## src/rtl/cdcc_pkg.sv

```systemverilog
// Shared constants and types for the cached dilated causal convolution datapath.
package cdcc_pkg;

    localparam int W_DEFAULT = 16;
    localparam int N_TAPS    = 4;

    typedef logic signed [W_DEFAULT-1:0] sample_t;

    typedef enum logic {
        IDLE  = 1'b0,
        SHIFT = 1'b1
    } state_t;

endpackage

```

## src/rtl/window_serializer.sv

```systemverilog
// Parallel-in/serial-out for one N-element vector, element 0 first; 1-cycle load latency.
// Stalls on !out_ready_i; in_ready_o only while idle or handing off the last element.
module window_serializer
    import cdcc_pkg::*;
#(
    parameter int W = W_DEFAULT,
    parameter int N = N_TAPS
) (
    input  logic                   clk,
    input  logic                   rst,
    input  logic                   in_valid_i,
    output logic                   in_ready_o,
    input  logic signed [W-1:0]    in_data_i [0:N-1],
    output logic                   out_valid_o,
    input  logic                   out_ready_i,
    output logic signed [W-1:0]    out_data_o,
    output logic [$clog2(N)-1:0]   out_idx_o,
    output logic                   out_last_o
);

    localparam int            IW       = $clog2(N);
    localparam logic [IW-1:0] LAST_IDX = IW'(N - 1);

    state_t                state_q, state_d;
    logic signed [W-1:0]   hold_q [0:N-1];
    logic signed [W-1:0]   hold_d [0:N-1];
    logic [IW-1:0]         idx_q, idx_d;

    logic out_fire;
    logic load;

    assign out_valid_o = (state_q == SHIFT);
    assign out_last_o  = out_valid_o && (idx_q == LAST_IDX);
    assign out_data_o  = out_valid_o ? hold_q[0] : '0;
    assign out_idx_o   = idx_q;

    assign out_fire   = out_valid_o && out_ready_i;
    // A new vector may enter on the same edge the last element leaves, so there is no bubble.
    assign in_ready_o = !out_valid_o || (out_fire && out_last_o);
    assign load       = in_valid_i && in_ready_o;

    always_comb begin
        state_d = state_q;
        idx_d   = idx_q;
        hold_d  = hold_q;
        if (load) begin
            hold_d  = in_data_i;
            idx_d   = '0;
            state_d = SHIFT;
        end else if (out_fire) begin
            if (out_last_o) begin
                for (int k = 0; k < N; k++) begin
                    hold_d[k] = '0;
                end
                idx_d   = '0;
                state_d = IDLE;
            end else begin
                for (int k = 0; k < N - 1; k++) begin
                    hold_d[k] = hold_q[k+1];
                end
                hold_d[N-1] = '0;
                idx_d       = idx_q + 1'b1;
            end
        end
    end

    always_ff @(posedge clk or posedge rst) begin
        if (rst) begin
            state_q <= IDLE;
            idx_q   <= '0;
            for (int k = 0; k < N; k++) begin
                hold_q[k] <= '0;
            end
        end else begin
            state_q <= state_d;
            idx_q   <= idx_d;
            hold_q  <= hold_d;
        end
    end

endmodule
```

## config.mk

```make
export PLATFORM = sky130hd
export DESIGN_NAME = window_serializer
export DESIGN_NICKNAME = d
export VERILOG_FILES = /design/src/rtl/cdcc_pkg.sv /design/src/rtl/window_serializer.sv
export SDC_FILE = /design/constraint.sdc
export NUM_CORES = 1
export LEC_CHECK = 0
export CAP_MARGIN = 15
export CORE_ASPECT_RATIO = 1.25
export CORE_MARGIN = 2
export CORE_UTILIZATION = 53
export CTS_CLUSTER_DIAMETER = 50
export DETAILED_ROUTE_END_ITERATION = 16
export HOLD_SLACK_MARGIN = 0.1
export PLACE_DENSITY = 0.86
export REMOVE_ABC_BUFFERS = 1
export SETUP_SLACK_MARGIN = 0.02
export SKIP_LAST_GASP = 1
export SLEW_MARGIN = 20
export SYNTH_ARGS = -nofsm -noshare
export SYNTH_HDL_FRONTEND = slang
export SYNTH_SLANG_ARGS = --single-unit
```

## constraint.sdc

```tcl
create_clock -name clk -period 3.3 [get_ports clk]
set_input_delay 0.33 -clock clk [delete_from_list [all_inputs] [get_ports clk]]
set_output_delay 0.33 -clock clk [all_outputs]
set_load 0.005 [all_outputs]
```

==> results.tsv <==
stage	metric	value	unit
run_status	status	finished clean	
sta	drv_slew	0	
yosys	synthCells	326	
final_layout	area_growth	30.9	%
sta	fmax	407	MHz
pwr	p_seq_share	40.6	%
job	drv_cap	0	
pwr	sw_frac_of_total	31.7	%
route	antenna_left	0	
yosys	syn-cell-area	0.00339	mm²
sta	rsz0062_at_grt	false	
pwr	p_per_area	784	mW/mm²
critical_path	start_kind	flip-flop	
floorplan	die-area	0.00705	mm²
floorplan	die_height	93.4	µm
floorplan	dieWidth	75.5	µm
sta	fin_skew	0.00887	ns
critical_path	cp_max_fo	29	
global_routing	grt_use_met3	3.13	%
critical_path	crit_slowest_cell	dfrtp_1	
critical_path	r2r-end	hold_q[9]	
yosys	yosys_warnings	0	
placement	gp_congestion	0.849	
critical_path	cp.arrival	2.13	ns
final_layout	n_antenna_cell	0	
final_layout	ff_latch_area	0.00168	mm²
critical_path	worstPathCellList	buf_4, and2_1, clkdlybuf4s50_1	
floorplan	num_rows	32	
clock_network	clk_latency	0.34	ns
critical_path	rrSetupSlack	1.20	ns
clock_network	ctsHoldBuffers	0	
critical_path	startpoint	out_valid_o	
final_layout	final_nets	466	
yosys	synth.avg_cell_area	10.4	µm²
sta	hold_violations	0	
global_routing	grt_first_pass_wirelength	13200	µm
route	viasPerCell	5.94	
pwr	power_leakage	0.00177	µW
final_layout	multi_input_area	0.00151	mm²
critical_path	path_class	reg2out	
clock_network	clockRootBuffer	clkbuf_8	
global_routing	use_met2	37.8	%
placement	port_buffers	88	
hold_path	hold_class	reg2reg	
route	drt_iter0_markers	307	
global_routing	antenna_found_initial	0	
sta	slew-limit-headroom	45.1	%
floorplan	start_util	54.9	%
sta	worst_pin_slew	0.823	ns
clock_network	numClockSinks	67	
global_routing	grt_use_met1	34.1	%
critical_path	regToRegStartpoint	out_valid_o	
final_layout	drive_above_1_share	12.2	%
pwr	clock_power_share	19.3	%
global_routing	grt_pass1_vias	2741	
pwr	intPower	2370	µW
critical_path	worst_setup_path_end_kind	output pin	
placement	dp_hpwl	5230	µm
route	routedWlPerCell	16.2	µm
global_routing	grt_usage	24.3	%
pwr	ir_drop	0.443	mV
global_routing	grt.busiest_layer	met2	
sta	min_period	2.46	ns
floorplan	core_area	0.00617	mm²
route	dr_total_vias	2888	
route	drt_first_pass_iters	5	
clock_network	htreeDepth	3	
route	drc_errors	0	
sta	min_period_over_period	74.5	%
critical_path	slowest_delay	0.74	ns
clock_network	cts_tree	yes	
final_layout	nFillCells	450	
yosys	yosysUniqueCellTypes	26	
global_routing	grt_max_degree	68	
clock_network	clkTransAtPathRegs	0.06	ns
final_layout	final_cell_mix	clkdlybuf4s50_1, dfrtp_1, nand2b_1, o22ai_1	
floorplan	io_pins	89	
yosys	seq_area_frac_synth	49.5	%
critical_path	endpoint	out_data_o[6]	
final_layout	final_common_cell	clkdlybuf4s50_1	
clock_network	post_cts_resized	0	
sta	fin_hold_ws	0.507	ns
yosys	ys_seq_elements	67	
global_routing	grt_overflow	0	
clock_network	numCtsBuffers	9	
clock_network	cts_setup_buffers	0	
critical_path	required	2.97	ns
route	finalWirelength	7860	µm
pwr	switching_power	1100	µW
critical_path	reg2reg_depth	3	
clock_network	clock_path_buffers	2	
sta	fin_setup_tns	0	ns
hold_path	hp-start	hold_q[2]	
pwr	power_frac_comb	40.1	%
sta	setup_violations	0	
## cells by family after synthesis
logic type	after synthesis	share of synthesized area, %
compound gates	143	32.0
fa+ha+maj	1	0.369
buf+inv	40	6.13
flops	67	49.5
mux	1	0.296
simple gates	74	11.7
## synth_stat cells
cell      number  area (µm²)
inv_2          1        3.75
inv_1          3        11.3
buf_1          2        7.51
a21oi_4        1        16.3
o221a_2       20         225
buf_2          7        35.0
buf_4          1        7.51
o21ai_0       24         120
dfrtp_1       67        1680
clkbuf_1      20        75.1
a21oi_1       25         125
o221a_1        3        33.8
ha_1           1        12.5
mux2i_1        1        10.0
buf_6          6        67.6
nor2_2         1        6.26
a22o_1        17         149
a221oi_1      25         219
nor2b_1        1        6.26
nand2_1        3        11.3
a21boi_4       1        18.8
o22ai_1       26         163
a21o_4         1        15.0
nor2_1        24        90.1
nand2b_1      26         163
and2_1        19         119
## routing by layer
| layer | part of all wire [%] | vias to the layer above | routed length [µm] |
|---|---|---|---|
| met5 | 0 | - | 0 |
| met4 | 2.1 | 0 | 168 |
| met3 | 4.3 | 17 | 341 |
| met2 | 52 | 92 | 4090 |
| met1 | 41 | 1403 | 3260 |
| li1 | - | 1376 | - |
## power groups by stage
stage | registers [µW] | clock network [µW] | logic [µW]
after global placement | 1400 | 0 | 1350
final | 1410 | 669 | 1390
after detailed placement | 1420 | 0 | 1400
after global routing | 1460 | 714 | 1560
after CTS | 1410 | 675 | 1410
after floorplan | 1350 | 0 | 873
## state kept, by name, indices dropped and copies added (netlist names)
register and flops:
out_valid_o 1, out_idx_o 2, hold_q 64
## cell type report
| cell class | count | area share (%) |
|---|---|---|
| Timing Repair Buffer | 96 | 21.1 |
| Sequential cell | 67 | 37.8 |
| Multi-Input combinational cell | 219 | 34.0 |
| Clock buffer | 13 | 3.58 |
| Inverter | 4 | 0.339 |
| Tap cell | 85 | 2.40 |
| Clock inverter | 2 | 0.790 |
## per-stage QoR
stage	total power (µW)	setup slack, ns	instances	utilization, %	area [µm²]
2_1_floorplan	2220	0.614	290	-	3190
3_3_place_gp	2750	0.773	471	68.8	4240
3_5_place_dp	2820	0.731	471	68.8	4240
4_1_cts	3490	0.860	486	71.9	4430
5_1_grt	3730	0.709	486	71.9	4430
6_report	3470	0.843	486	71.9	4430
## critical path: cells and delay by family, from the launching register on
| family | cells | cell delay (ns) |
|---|---|---|
| buffers and inverters | 2 | 0.88 |
| DFF | 1 | 0.74 |
| and+or+nand+nor | 1 | 0.17 |
## how the worst min path moves through the flow
stage                   to  slack (ns)  cells after the start
2_1_floorplan  out_valid_o        0.44                      1
3_3_place_gp    hold_q[15]        0.48                      1
3_5_place_dp     hold_q[5]        0.49                      1
4_1_cts          hold_q[8]        0.51                      1
5_1_grt         hold_q[14]        0.51                      1
6_report         hold_q[2]        0.51                      1
Power figures use the tool's default switching activity.
